[config.mk]
export PLATFORM = sky130hd
export DESIGN_NAME = rect_fill_engine
export DESIGN_NICKNAME = d
export VERILOG_FILES = /design/src/rtl/rect_fill_engine.sv
export SDC_FILE = /design/constraint.sdc
export NUM_CORES = 1
export LEC_CHECK = 0
export CAP_MARGIN = 25
export CELL_PAD_IN_SITES_DETAIL_PLACEMENT = 1
export CELL_PAD_IN_SITES_GLOBAL_PLACEMENT = 2
export CORE_MARGIN = 4
export CORE_UTILIZATION = 45
export CTS_CLUSTER_DIAMETER = 120
export DETAILED_ROUTE_END_ITERATION = 16
export GPL_ROUTABILITY_DRIVEN = 0
export PLACE_DENSITY_LB_ADDON = 0.1
export SYNTH_ARGS = -nofsm -noshare
export SYNTH_HDL_FRONTEND = slang
export SYNTH_SLANG_ARGS = --single-unit
[constraint.sdc]
create_clock -name Clock -period 7.1 [get_ports Clock]
set_input_delay 1.065 -clock Clock [delete_from_list [all_inputs] [get_ports Clock]]
set_output_delay 1.065 -clock Clock [all_outputs]
set_load 0.01 [all_outputs]
[src/rtl/rect_fill_engine.sv]
// Rectangle-fill accelerator: queues {x0,y0,x1,y1,color} commands and streams
// one VRAM pixel write per accepted cycle, row-major, clipped to the screen.
module rect_fill_engine #(
  parameter int COORD_W    = 8,
  parameter int COLOR_W    = 3,
  parameter int VRAM_W     = 80,
  parameter int VRAM_H     = 60,
  parameter int FIFO_DEPTH = 4,
  parameter int ADDR_W     = 13
) (
  input  logic               Clock,
  input  logic               Reset,
  input  logic               iCmdValid,
  output logic               oCmdReady,
  input  logic [COORD_W-1:0] iX0,
  input  logic [COORD_W-1:0] iY0,
  input  logic [COORD_W-1:0] iX1,
  input  logic [COORD_W-1:0] iY1,
  input  logic [COLOR_W-1:0] iColor,
  output logic               oVramWe,
  output logic [ADDR_W-1:0]  oVramAddr,
  output logic [COLOR_W-1:0] oVramData,
  input  logic               iVramReady,
  output logic               oBusy,
  output logic               oDone
);

  localparam int PTR_W = (FIFO_DEPTH > 1) ? $clog2(FIFO_DEPTH) : 1;
  localparam int CNT_W = PTR_W + 1;
  localparam int CMD_W = 4 * COORD_W + COLOR_W;
  localparam logic [COORD_W-1:0] X_MAX    = COORD_W'(VRAM_W - 1);
  localparam logic [COORD_W-1:0] Y_MAX    = COORD_W'(VRAM_H - 1);
  localparam logic [ADDR_W-1:0]  ROW_STEP = ADDR_W'(VRAM_W);

  typedef enum logic [1:0] {IDLE, LOAD, FILL, DONE} state_t;

  state_t              state_q, state_d;
  logic [CMD_W-1:0]    fifo_mem [FIFO_DEPTH];
  logic [PTR_W-1:0]    wr_ptr_q, wr_ptr_d, rd_ptr_q, rd_ptr_d;
  logic [CNT_W-1:0]    count_q, count_d;
  logic                ready_q, ready_d;
  logic                push, pop;

  logic [CMD_W-1:0]    cmd_q, cmd_d;
  logic [COORD_W-1:0]  xl_q, xl_d, xh_q, xh_d, yh_q, yh_d, x_q, x_d, y_q, y_d;
  logic [ADDR_W-1:0]   rowbase_q, rowbase_d;
  logic [COLOR_W-1:0]  color_q, color_d;

  logic                we_q, we_d, done_q, done_d;
  logic [ADDR_W-1:0]   addr_q, addr_d;
  logic [COLOR_W-1:0]  data_q, data_d;

  logic [COORD_W-1:0]  cx0, cy0, cx1, cy1;
  logic [COLOR_W-1:0]  ccol;
  logic [COORD_W-1:0]  nxl, nxh, nyl, nyh, cxh, cyh;
  logic                off_screen;

  assign cx0  = cmd_q[CMD_W-1 -: COORD_W];
  assign cy0  = cmd_q[CMD_W-1-COORD_W -: COORD_W];
  assign cx1  = cmd_q[CMD_W-1-2*COORD_W -: COORD_W];
  assign cy1  = cmd_q[CMD_W-1-3*COORD_W -: COORD_W];
  assign ccol = cmd_q[COLOR_W-1:0];

  // Corner normalisation and clipping feed the LOAD state
  assign nxl = (cx0 < cx1) ? cx0 : cx1;
  assign nxh = (cx0 < cx1) ? cx1 : cx0;
  assign nyl = (cy0 < cy1) ? cy0 : cy1;
  assign nyh = (cy0 < cy1) ? cy1 : cy0;
  assign cxh = (nxh > X_MAX) ? X_MAX : nxh;
  assign cyh = (nyh > Y_MAX) ? Y_MAX : nyh;
  assign off_screen = (nxl > X_MAX) || (nyl > Y_MAX);

  assign push = iCmdValid & ready_q;

  always_comb begin
    state_d   = state_q;
    pop       = 1'b0;
    cmd_d     = cmd_q;
    xl_d      = xl_q;
    xh_d      = xh_q;
    yh_d      = yh_q;
    x_d       = x_q;
    y_d       = y_q;
    rowbase_d = rowbase_q;
    color_d   = color_q;
    we_d      = we_q;
    addr_d    = addr_q;
    data_d    = data_q;
    done_d    = 1'b0;

    case (state_q)
      IDLE, DONE: begin
        state_d = IDLE;
        if (count_q != '0) begin
          pop     = 1'b1;
          cmd_d   = fifo_mem[rd_ptr_q];
          state_d = LOAD;
        end
      end
      LOAD: begin
        if (off_screen) begin
          state_d = DONE;
          done_d  = 1'b1;
        end else begin
          xl_d      = nxl;
          xh_d      = cxh;
          yh_d      = cyh;
          x_d       = nxl;
          y_d       = nyl;
          rowbase_d = ADDR_W'(nyl) * ROW_STEP;
          color_d   = ccol;
          state_d   = FILL;
        end
      end
      FILL: begin
        // x_q/y_q always name the pixel currently on the bus; advance only on accept
        if (!we_q) begin
          we_d   = 1'b1;
          addr_d = rowbase_q + ADDR_W'(x_q);
          data_d = color_q;
        end else if (iVramReady) begin
          if (x_q < xh_q) begin
            x_d    = x_q + COORD_W'(1);
            addr_d = addr_q + ADDR_W'(1);
          end else if (y_q < yh_q) begin
            x_d       = xl_q;
            y_d       = y_q + COORD_W'(1);
            rowbase_d = rowbase_q + ROW_STEP;
            addr_d    = rowbase_q + ROW_STEP + ADDR_W'(xl_q);
          end else begin
            we_d    = 1'b0;
            done_d  = 1'b1;
            state_d = DONE;
          end
        end
      end
      default: state_d = IDLE;
    endcase
  end

  always_comb begin
    wr_ptr_d = push ? wr_ptr_q + PTR_W'(1) : wr_ptr_q;
    rd_ptr_d = pop  ? rd_ptr_q + PTR_W'(1) : rd_ptr_q;
    case ({push, pop})
      2'b10:   count_d = count_q + CNT_W'(1);
      2'b01:   count_d = count_q - CNT_W'(1);
      default: count_d = count_q;
    endcase
    ready_d = (count_d != CNT_W'(FIFO_DEPTH));
  end

  always_ff @(posedge Clock or negedge Reset) begin
    if (!Reset) begin
      state_q  <= IDLE;
      wr_ptr_q <= '0;
      rd_ptr_q <= '0;
      count_q  <= '0;
      ready_q  <= 1'b1;
      we_q     <= 1'b0;
      addr_q   <= '0;
      data_q   <= '0;
      done_q   <= 1'b0;
    end else begin
      state_q  <= state_d;
      wr_ptr_q <= wr_ptr_d;
      rd_ptr_q <= rd_ptr_d;
      count_q  <= count_d;
      ready_q  <= ready_d;
      we_q     <= we_d;
      addr_q   <= addr_d;
      data_q   <= data_d;
      done_q   <= done_d;
    end
  end

  // Payload registers carry no control meaning, so they skip reset
  always_ff @(posedge Clock) begin
    if (push) fifo_mem[wr_ptr_q] <= {iX0, iY0, iX1, iY1, iColor};
    cmd_q     <= cmd_d;
    xl_q      <= xl_d;
    xh_q      <= xh_d;
    yh_q      <= yh_d;
    x_q       <= x_d;
    y_q       <= y_d;
    rowbase_q <= rowbase_d;
    color_q   <= color_d;
  end

  assign oCmdReady = ready_q;
  assign oVramWe   = we_q;
  assign oVramAddr = addr_q;
  assign oVramData = data_q;
  assign oDone     = done_q;
  assign oBusy     = (count_q != '0) || (state_q != IDLE);

endmodule
After elaboration in Yosys (flattened, before gate mapping)
Memories as Yosys holds them, arrays and structs flattened. A register that Yosys moved wholly into a read port is not among the register bits. Index checks and enable logic that the tools add are counted. W data, S select, Z words.

Add/sub/neg operators: 10. Multiply operators: 1. Div/mod/pow operators: 0. Order comparisons: 8. Eq/ne operators: 15. Shift operators: 0. Mux-type cells: 48. Bitwise logic cells: 3. Reduce and logical (&&, ||, !) cells: 14.

Operators by type and width (number): $mux W13 (9); $mux W8 (14); $lt A8 B8 Y1 (4); $pmux W8 S2 (2); $add A13 B8 Y13 (2); $pmux W13 S2 (1); $add A8 B1 Y8 const B (2); $gt A8 B6 Y1 const B (2); $gt A8 B7 Y1 const B (2); $mux W1 (15); $ne A2 B2 Y1 const B (7); $add A13 B1 Y13 const B (1); $add A13 B7 Y13 const B (1); $mul A8 B3 Y9 const B (1); $mux W2 (4); $eq A2 B2 Y1 const B (3); $ne A3 B3 Y1 const B (2); $pmux W2 S3 (1); $pmux W3 S2 (1); $reduce_and A2 Y1 (3); $reduce_and A6 Y1 (1); $reduce_and A5 Y1 (1); $add A2 B1 Y2 const B (2); $eq A2 B1 Y1 const B (2); other kinds (13) (16).

Register bits after elaboration: 84. Bits in latches: 0. RAM bits: 140. Memory bits (read-only): 0. Bits of input ports: 39. Logic and storage cells: 116. Memories: 1.

Memory list: fifo_mem (words 4, width 35, read ports 1, clocked after memory_dff 1, wr ports 1, RTL line 38) `logic [CMD_W-1:0] fifo_mem [FIFO_DEPTH];`.

Logic depth before layout (Yosys ltp)
Gate-level depths: netlist (run 1).

Word-level depth: 6. Mapped depth: 18. Gate-level depth less buffers: 17.

Least setup slack after synthesis (run 1)
No wires, ideal clock.

Kind: reg-to-reg. From: register cmd_q[24] (read register of fifo_mem). To: register color_q[0], enable pin. Arrival: 3.530 ns. Required time: 6.655 ns. Setup slack: 3.125 ns. Cell stages (with the launch flop): 8. Path buffers: 0. Period minus slack after synthesis: 3.975 ns. Cell sequence: edfxtp_1 -> ha_1 -> a21o_1 -> a21o_1 -> a21oi_1 -> o21ai_1 -> mux2_2 -> nor3_1.

Longest elaborated chain between the ends: 6.

RTL lines: from (decl) (RTL line 44) `logic [CMD_W-1:0] cmd_q, cmd_d;`; $lt A8 B8 Y1 (RTL line 67) `assign nyl = (cy0 < cy1) ? cy0 : cy1;`; $mux W8 (*) (RTL line 67); $gt A8 B6 Y1 (*) (RTL line 71) `assign off_screen = (nxl > X_MAX) || (nyl > Y_MAX);`; $logic_or A1 B1 Y1 (*) (RTL line 71); $not A1 Y1 (no source line) (*); $reduce_and A2 Y1 (no source line) (*); to (signal assigned) (RTL line 186) `color_q <= color_d;`; to (decl) (RTL line 47) `logic [COLOR_W-1:0] color_q, color_d;`.

Every way passes the cells marked *; elsewhere a longest branch is shown, timed or not. A chain may end at the register's enable or synchronous reset.

Worst setup path in the final report (run 1)
From: register cmd_q[8] (read register of fifo_mem). To: register rowbase_q[12] (data pin).

Longest elaborated chain between the ends: 5.

RTL lines: $lt A8 B8 Y1 (RTL line 67); $mux W8 (*) (RTL line 67); $mul A8 B3 Y9 (*) (RTL line 110) `rowbase_d = ADDR_W'(nyl) * ROW_STEP;`; $mux W13 (*) (RTL line 101) `if (off_screen) begin`; $pmux W13 S2 (*) (RTL line 91) `case (state_q)`; via rowbase_d[12] (RTL line 46) `logic [ADDR_W-1:0] rowbase_q, rowbase_d;`; to (signal assigned) (RTL line 185) `rowbase_q <= rowbase_d;`; to (decl) (RTL line 46).

The timed path passes the listed nets; every way through them passes the cells marked *. The select of a mux whose other input is x is not followed.

==> impl_metrics.yaml, run 1 <==
grt:
  grt_pass1_wl_mm: 41.1
  grt_remaining_overflow: 0
  grt_max_degree: 43
  grt_usage: 0.177
  grt_pass1_vias: 7431
  antenna_found_initial: 0
cells_and_area:
  drive_gt1_frac: 0.135
  fin_nets: 997
  antenna_cells: 0
  fin_area_mm2: 0.0139
  areaGrowthSynthToFinish_pct: 16.4
  fillers: 2525
routing:
  drt_iter0_drc: 403
  final_antenna_net_count: 0
  wl_per_cell_um: 20.0
  wl_mm: 25.0
  post-route-drc-count: 0
  viasPerCell: 5.46
  first_pass_iters: 8
  via_count: 6833
die:
  dieArea_mm2: 0.0293
  start_util: 0.458
  fp-row-count: 59
  num_io_pins: 59
  core-area_mm2: 0.0261
  dieHeight_um: 171
  die_w_um: 171
timing:
  slew-limit-headroom: 0.437
  hold_viol_final: 0
  post-route-min-period_ns: 3.92
  tns_ns: 0
  fin_skew_ns: 0.0121
  setup_viol: 0
  rsz0062_at_grt: "false"
  drv_slew: 0
  worst_pin_slew_ns: 0.844
  fmax_mhz: 255
  finalCritPeriodShare: 0.552
logic_synthesis:
  synthTopCellsByCount: "edfxtp_1, ha_1, inv_1, nand2_1, nor2_1"
  ys_warn_count: 0
  ys_dominant_reg_cell: "edfxtp_1"
  synth_cell_types: 56
  yosysMostFrequentCell: "edfxtp_1"
  synthArstFlopShare: 0.110
  synth.area.top_cells: "edfxtp_1, mux4_2, ha_1"
  yosysTopAreaCellShare: 0.569
  yosysSeqAreaShare: 0.628
  netlist_area_mm2: 0.0120
  syn_area_per_cell_um2: 14.6
  synth_edf_count: 227
  syn_inst: 819
  synth_seq_cells: 255
  yosysTopAreaCell: "edfxtp_1"
hold_path:
  whs_path_depth: 0
  hold_end: "color_q[1]"
  hp-class: "reg -> reg"
  hold_start: "cmd_q[1]"
critical_path:
  critPathRequiredTime_ns: 7.37
  start_kind: "flop"
  crit_fanout: 23
  crit_chain: "inv_1, ha_1, a21o_1, a21o_1, a21oi_1, o21ai_1, buf_4, mux2i_1, xor2_1, ha_1, a21o_1, a21oi_1, o21bai_1, a21oi_1, xor2_1, xnor2_1, o21ai_1"
  crit_path_max_incr_delay_ns: 0.40
  r2r_setup_slack_ns: 3.18
  crit_path_end_kind: "flop"
  r2r-end: "rowbase_q[12]"
  ff2ff_path_depth: 17
  path_class: "reg -> reg"
  r2r-start: "cmd_q[8]"
  slowest_stage: "edfxtp_1"
  arrival_ns: 4.18
placement:
  numPortBuffers: 58
  dp_hpwl_mm: 17.3
  postPlaceCellArea_mm2: 0.0130
clock_network:
  cts_tree: "yes"
  cts_setup_buffers: 0
  postCtsHoldBufs: 0
  cts_max_level: 1
  root_buffer: "clkbuf_16"
  clock_path_buffers: 3
  cts_num_sinks: 255
  cts_buffers: 27
  clkTransAtPathRegs_ns: 0.06
  cts_resized: 0
  clk-insertion-delay-late_ns: 0.53
flow_run:
  max_cap_violations: 0
run_status:
  status: "finished, final reports clean"
-- how the worst max path moves through the flow --
| stage | from | slack (ns) | end | depth (start not counted) |
|---|---|---|---|---|
| after floorplan | cmd_q[24] | 3.13 | color_q[0] | 7 |
| after global placement | cmd_q[8] | 3.39 | rowbase_q[12] | 17 |
| after detailed placement | cmd_q[8] | 3.19 | rowbase_q[12] | 17 |
| after CTS | cmd_q[8] | 3.16 | rowbase_q[12] | 17 |
| after global routing | cmd_q[8] | 2.96 | rowbase_q[12] | 17 |
| final | cmd_q[8] | 3.18 | rowbase_q[12] | 17 |
-- logic make-up (layout without fill, tap and decap cells) --
| kind of cell | after synthesis | after routing | share of synthesized area |
|---|---|---|---|
| simple gates | 152 | 152 | 0.0568 |
| fa+ha+maj | 62 | 62 | 0.0673 |
| compound gates | 131 | 131 | 0.0691 |
| other cells | 1 | 3 | 0.000313 |
| flops | 255 | 255 | 0.628 |
| mux | 86 | 86 | 0.115 |
| xor+xnor | 51 | 51 | 0.0373 |
| buf+inv | 81 | 177 | 0.0270 |
-- state kept, by name (all words and copies together) (netlist names), 8 cells and up --
signal,flops
fifo_mem,140
cmd_q,35
oVramAddr,13
rowbase_q,9
x_q,8
xh_q,8
xl_q,8
y_q,8
yh_q,8
-- per-stage QoR --
stage	utilization	std cells	setup WS [ns]	hold slack (ns)
floorplan	-	821	3.13	0.400
global placement	0.497	1202	3.39	0.405
detailed placement	0.497	1202	3.19	0.421
CTS	0.534	1252	3.16	0.436
global route	0.534	1252	2.96	0.452
finish	0.534	1252	3.18	0.433
-- final cells by class --
class | instances | area [um^2] | share of cell area
Inverter | 54 | 203 | 0.0145
Multi-Input combinational cell | 485 | 4160 | 0.298
Timing Repair Buffer | 73 | 693 | 0.0497
Tap cell | 335 | 419 | 0.0301
Sequential cell | 255 | 7520 | 0.539
Clock inverter | 12 | 139 | 0.00996
Clock buffer | 38 | 811 | 0.0582
-- cell usage in the layout (no fill, tap or decap), drive strengths merged, types with 3 or more instances in the layout --
cell type,count
a211oi,7
nor2b,3
nand2,50
mux2,32
mux2i,19
buf,15
a21oi,39
nand2b,3
o21ai,33
o21a,6
a21o,13
and3,12
clkinv,6
nand4,4
ha,58
fa,4
xor2,23
xnor2,28
clkdlybuf4s50,58
nor2,48
a21boi,4
bufinv,3
clkbuf,38
o211ai,8
edfxtp,227
nand3,13
dfrtp,27
mux4,35
o22ai,3
conb,3
inv,55
nor3,12
-- critical path, delay by kind of cell, from the launching register on --
kind            cells  cell delay (ns)
flops               1             0.40
fa+ha+maj           2             0.62
compound gates      9             1.33
xor+xnor            3             0.63
mux                 1             0.34
buf+inv             2             0.31
-- routing by layer --
metal / track usage / up-vias / share of wire
met2: 0.294 / 124 / 0.48
li1: - / 3241 / -
met5: 0 / - / 0
met3: 0.0229 / 35 / 0.033
met4: 0.0441 / 0 / 0.022
met1: 0.250 / 3433 / 0.46
Power of run 1 is not shown: default switching activity piles up to over one toggle a cycle in this logic, so the estimate is an artifact.
==> run 2, diff against run 1 <==
--- a/config.mk
+++ b/config.mk
@@ -9,7 +9,7 @@
 export CELL_PAD_IN_SITES_DETAIL_PLACEMENT = 1
 export CELL_PAD_IN_SITES_GLOBAL_PLACEMENT = 2
 export CORE_MARGIN = 4
-export CORE_UTILIZATION = 45
+export CORE_UTILIZATION = 40
 export CTS_CLUSTER_DIAMETER = 120
 export DETAILED_ROUTE_END_ITERATION = 16
 export GPL_ROUTABILITY_DRIVEN = 0
==> constraint.sdc (replaced) <==
create_clock -name Clock -period 3.4 [get_ports Clock]
set_input_delay 0.51 -clock Clock [delete_from_list [all_inputs] [get_ports Clock]]
set_output_delay 0.51 -clock Clock [all_outputs]
set_load 0.01 [all_outputs]
==> run 2 against run 1 <==
Against the previous run: hold slack got worse by 0.055 ns; count of clock-buffer cells in the layout is 1 lower; global-route usage down 1.8 points; largest cell class unchanged; sequential cell count is the same; critical endpoint unchanged; via count is 1.5% higher; die area is 12% higher; final area is 3.6% higher; highest routed layer unchanged; first-iteration DRC count is 3.2% lower.
==> impl_metrics.yaml, run 2 (synthesis results as in run 1) <==
routing:
  post-route-drc-count: 0
  final_antenna_net_count: 0
  wl_mm: 25.7
  wl_per_cell_um: 19.1
  first_pass_iters: 4
  viasPerCell: 5.15
  via_count: 6937
  drt_iter0_drc: 390
placement:
  postPlaceCellArea_mm2: 0.0134
  dp_hpwl_mm: 18.5
  dp_slack_ns: -0.256
  numPortBuffers: 58
critical_path:
  start_kind: "flop"
  crit_path_max_incr_delay_ns: 0.41
  arrival_ns: 3.64
  crit_chain: "inv_2, ha_4, a21o_1, a21o_1, a21oi_2, o21ai_4, buf_6, mux2_4, ha_4, ha_4, a21o_1, a21oi_2, o21bai_1, a21oi_2, xor2_1, xnor2_1, o21ai_1"
  crit_path_end_kind: "flop"
  path_buf_inv: 2
  r2r-start: "cmd_q[8]"
  path_class: "reg -> reg"
  critPathRequiredTime_ns: 3.66
  crit_fanout: 7
  cp_top_family: "compound AO/OA/AOI/OAI gates"
  crit_start: "cmd_q[8]"
  slowest_stage: "edfxtp_1"
grt:
  grt_max_degree: 43
  grt_remaining_overflow: 0
  grt_pass1_vias: 7742
  grt_pass1_wl_mm: 42.3
  grt_usage: 0.159
  antenna_found_initial: 0
timing:
  fmax_mhz: 296
  fin_skew_ns: 0.00712
  slew-limit-headroom: 0.345
  hold_viol_final: 0
  rsz0062_at_grt: "true"
  setup_viol: 0
  finalCritPeriodShare: 0.993
  setup_ws_ns: 0.0225
  worst_pin_slew_ns: 0.982
  timing.hold.ws_ns: 0.378
  post-route-min-period_ns: 3.38
  drv_slew: 0
clock_network:
  cts_tree: "yes"
  cts_num_sinks: 255
  cts_max_level: 1
  clkTransAtPathRegs_ns: 0.06
  root_buffer: "clkbuf_16"
  clock_path_buffers: 3
  clk-insertion-delay-late_ns: 0.52
  cts_buffers: 28
cells_and_area:
  fin_area_mm2: 0.0144
  largest-register: "fifo_mem"
  utilization: 0.489
  fin_nets: 1038
  drive_gt1_frac: 0.189
  largest_reg_flops: 140
  final_common_cell: "edfxtp_1"
  final_cell_mix: "edfxtp_1, clkdlybuf4s50_1, ha_1, buf_4, inv_1"
  antenna_cells: 0
  areaGrowthSynthToFinish_pct: 20.6
run_status:
  status: "finished, final reports clean"
die:
  fp-row-count: 63
  dieHeight_um: 181
  start_util: 0.405
  die_w_um: 181
  core-area_mm2: 0.0296
  dieArea_mm2: 0.0328
  num_io_pins: 59
flow_run:
  max_cap_violations: 0
hold_path:
  hp-class: "in -> async"
[run 2: cell types whose count changed in the layout (fill, tap and decap cells not counted), moves of 2 or more]
cell and change:
clkinv_2 +2, mux2_1 -2, a21oi_2 +4, clkbuf_8 -2
ha_4 +5, inv_2 +2, mux2i_4 +2, clkbuf_1 +2
ha_1 -5, buf_4 +38, a21oi_1 -4, mux2_4 +2
inv_1 -2, mux2i_1 -3
[run 2: area by class of cell]
type | count | area, um^2
Clock buffer | 37 | 766
Clock inverter | 14 | 174
Fill cell | 2914 | 15100
Inverter | 54 | 203
Multi-Input combinational cell | 485 | 4290
Sequential cell | 255 | 7520
Tap cell | 390 | 488
Timing Repair Buffer | 113 | 1010
[run 2: repair_timing]
action                     in CTS  in global routing
buffers inserted                3                  1
pin swaps                      13                  1
setup endpoints to repair       3                  2
resized for setup              15                  4
hold buffers                    0                  0
[run 2: worst reg2reg max path, cell delays in order, from the launching register on]
cell	delay, ns
edfxtp_1	0.41
inv_2	0.10
ha_4	0.20
a21o_1	0.16
a21o_1	0.16
a21oi_2	0.17
o21ai_4	0.15
buf_6	0.17
mux2_4	0.31
ha_4	0.17
ha_4	0.15
a21o_1	0.18
a21oi_2	0.15
o21bai_1	0.10
a21oi_2	0.14
xor2_1	0.18
xnor2_1	0.13
o21ai_1	0.07
[run 2: final timing paths]
kind / end / slack, ns / depth (start not counted)
max reg2reg: rowbase_q[12] / 0.02 / 17
min: oVramAddr[3] / 0.38 / 2
min in group Clock: color_q[0] / 0.42 / 0
max in group asynchronous: rd_ptr_q[0] / 2.68 / 2
max: rowbase_q[12] / 0.02 / 17
min reg2reg: color_q[0] / 0.42 / 0
[run 2: metal layers]
layer / global-route usage / up-vias / share of wire
li1: - / 3319 / -
met2: 0.273 / 106 / 0.49
met1: 0.218 / 3477 / 0.46
met5: 0 / - / 0
met4: 0.0348 / 0 / 0.019
met3: 0.0219 / 35 / 0.034
[run 2: per-stage QoR]
stage                     cells  setup TNS, ns
final                      1348              0
after global routing       1348         -0.327
after CTS                  1347        -0.0297
after detailed placement   1293         -0.471
after global placement     1293         -0.115
after floorplan             821              0
Power of run 2 is left out for the same reason.
==> run 3, diff against run 2 <==
--- a/config.mk
+++ b/config.mk
@@ -5,11 +5,11 @@
 export SDC_FILE = /design/constraint.sdc
 export NUM_CORES = 1
 export LEC_CHECK = 0
+export ABC_AREA = 1
 export CAP_MARGIN = 25
 export CELL_PAD_IN_SITES_DETAIL_PLACEMENT = 1
 export CELL_PAD_IN_SITES_GLOBAL_PLACEMENT = 2
-export CORE_MARGIN = 4
-export CORE_UTILIZATION = 40
+export CORE_UTILIZATION = 37
 export CTS_CLUSTER_DIAMETER = 120
 export DETAILED_ROUTE_END_ITERATION = 16
 export GPL_ROUTABILITY_DRIVEN = 0
==> run 3 against run 2 <==
Against the previous run: clock skew increased by 0.031 ns; maximum frequency increased by 4.7%; synthesized cell count rose by 34%; critical path type unchanged; die area up 2.2%; highest routed layer unchanged; wire length is 9.2% higher; final cell count increased by 22%; core utilization down 3.7 points; via count grew 16%; global-route usage is 1.5 points higher; count of clock-buffer cells in the layout is 4 lower; largest cell class unchanged; final area shrank 0.24%; sequential share of layout area increased by 0.13 points.
==> impl_metrics.yaml, run 3 <==
run_status:
  status: "finished, final reports clean"
timing:
  fin_skew_ns: 0.0379
  fmax_mhz: 310
  drv_slew: 0
  setup_viol: 0
  finalCritPeriodShare: 0.949
  slew-limit-headroom: 0.431
  worst_pin_slew_ns: 0.848
  hold_viol_final: 0
  post-route-min-period_ns: 3.23
clock_network:
  cts_max_level: 1
  clk-insertion-delay-late_ns: 0.58
  cts_tree: "yes"
  root_buffer: "clkbuf_16"
  clkTransAtPathRegs_ns: 0.06
  postCtsHoldBufs: 0
  cts_num_sinks: 255
  clock_path_buffers: 3
  cts_buffers: 30
die:
  num_io_pins: 59
  fp-row-count: 65
  core-area_mm2: 0.0319
  dieHeight_um: 183
  start_util: 0.380
  die_w_um: 183
  dieArea_mm2: 0.0335
critical_path:
  crit_path_end_kind: "flop"
  crit_fanout: 3
  crit_end: "rowbase_q[12]"
  r2r-end: "rowbase_q[12]"
  start_kind: "flop"
  crit_path_max_incr_delay_ns: 0.39
  r2r-start: "cmd_q[8]"
  ff2ff_path_depth: 20
  crit_chain: "inv_2, ha_4, a21oi_2, nor2_2, nor3_4, buf_6, nand3_1, nand2_2, inv_1, ha_1, ha_1, nand2_1, nand2_1, a21oi_2, or2_2, nand2_1, a21oi_1, xor2_1, nand3_1, o211ai_1"
  crit_start: "cmd_q[8]"
  critPathRequiredTime_ns: 3.69
  r2r_setup_slack_ns: 0.17
  path_class: "reg -> reg"
  cp_common_cell: "nand2_1"
  arrival_ns: 3.52
  slowest_stage: "edfxtp_1"
cells_and_area:
  utilization: 0.452
  drive_gt1_frac: 0.112
  antenna_cells: 0
  areaGrowthSynthToFinish_pct: 18.8
  final_common_cell: "edfxtp_1"
  fillers: 3465
  largest_reg_flops: 140
  final_cell_mix: "edfxtp_1, nand2_1, nor2_1, o21ai_0, inv_1"
  fin_nets: 1287
  largest-register: "fifo_mem"
routing:
  wl_mm: 28.1
  viasPerCell: 4.91
  post-route-drc-count: 0
  final_antenna_net_count: 0
  first_pass_iters: 6
  drt_iter0_drc: 256
  via_count: 8069
  wl_per_cell_um: 17.1
logic_synthesis:
  synth_top_family_by_area: "simple AND/OR/NAND/NOR gates"
  syn_area_per_cell_um2: 11.0
  synthArstFlopShare: 0.110
  synth_edf_count: 227
  syn_inst: 1101
  synthAdderAreaFrac: 0.0664
  synthSimpleGateAreaFrac: 0.128
  synthXorXnorAreaFrac: 0.0274
  synth_seq_cells: 255
  synth.area.top_cells: "edfxtp_1, ha_1, dfrtp_1"
  synth_cell_types: 47
  synthTopCellsByCount: "edfxtp_1, nand2_1, nor2_1, o21ai_0, inv_1"
  synthMuxAreaShare: 0.00279
  synth_compound_area_frac: 0.106
  netlist_area_mm2: 0.0121
  ys_warn_count: 0
  yosysTopAreaCell: "edfxtp_1"
  yosysMostFrequentCell: "edfxtp_1"
  yosysSeqAreaShare: 0.620
  ys_dominant_reg_cell: "edfxtp_1"
  yosysTopAreaCellShare: 0.562
grt:
  grt_pass1_wl_mm: 45.7
  grt_max_degree: 73
  grt_usage: 0.174
  grt_remaining_overflow: 0
  antenna_found_initial: 1
  grt_pass1_vias: 8535
hold_path:
  hp-class: "in -> async"
flow_run:
  max_cap_violations: 0
placement:
  dp_hpwl_mm: 19.2
  numPortBuffers: 58
[run 3: cell count changes after synthesis, sizes merged, moves of 25 or more]
cell,before,now
nand2,50,175
o21ai,33,127
nor2,48,124
inv,54,112
o22ai,3,39
mux4,35,0
mux2,32,3
nand3,13,38
[run 3: worst min path at each step]
stage / slack, ns / to / cells after the start / start
2_1_floorplan: 0.21 / count_q[0] / 0 / Reset
5_1_grt: 0.04 / rd_ptr_q[0] / 1 / Reset
3_5_place_dp: 0.41 / color_q[0] / 0 / cmd_q[0]
4_1_cts: 0.002 / rd_ptr_q[0] / 1 / Reset
3_3_place_gp: 0.41 / color_q[0] / 0 / cmd_q[0]
6_report: 0.01 / rd_ptr_q[0] / 1 / Reset
[run 3: cell type report]
cell class              count  area [um^2]  share of cell area
clock buffers              33          762              0.0529
repair buffers             87          813              0.0564
well taps                 435          544              0.0378
clock inverters            23          219              0.0152
flip-flops and latches    255         7520               0.522
inverters                 115          432              0.0299
multi-input cells         697         4120               0.286
[run 3: repair_timing]
| item | in CTS | in global routing |
|---|---|---|
| buffers inserted | 0 | 4 |
| resized for setup | 0 | 17 |
| endpoints found under the setup margin | 0 | 2 |
[run 3: cell families after synthesis]
kind of cell | Yosys count
multiplexers | 3
other | 1
buffers and inverters | 152
XOR/XNOR | 38
adder cells (fa/ha/maj) | 62
flip-flops | 255
AND/OR/NAND/NOR | 360
AO/OA/AOI/OAI | 230
[run 3: metal layers]
layer / wire, um / up-vias / GRT usage
met5: 0 / - / 0
met3: 782 / 41 / 0.0226
met2: 13600 / 110 / 0.301
li1: - / 4009 / -
met4: 564 / 0 / 0.0407
met1: 13200 / 3909 / 0.231
[run 3: critical path: cells and delay by family (launching register included)]
kind | cells | cell delay (ns)
fa+ha+maj | 3 | 0.72
xor+xnor | 1 | 0.17
buf+inv | 3 | 0.32
compound gates | 4 | 0.34
flops | 1 | 0.39
simple gates | 9 | 1.05
[run 3: metrics by stage]
step	cells	TNS (ns)	hold slack, ns	setup WS (ns)	area [um^2]
detailed placement	1584	0	0.411	0.0622	13300
floorplan	1103	0	0.214	0.144	12100
finish	1645	0	0.0140	0.173	14400
CTS	1640	0	0.00234	0.0534	14300
global placement	1584	0	0.408	0.151	13300
global route	1645	-0.0534	0.0391	-0.0421	14400
Power of run 3 is left out for the same reason.
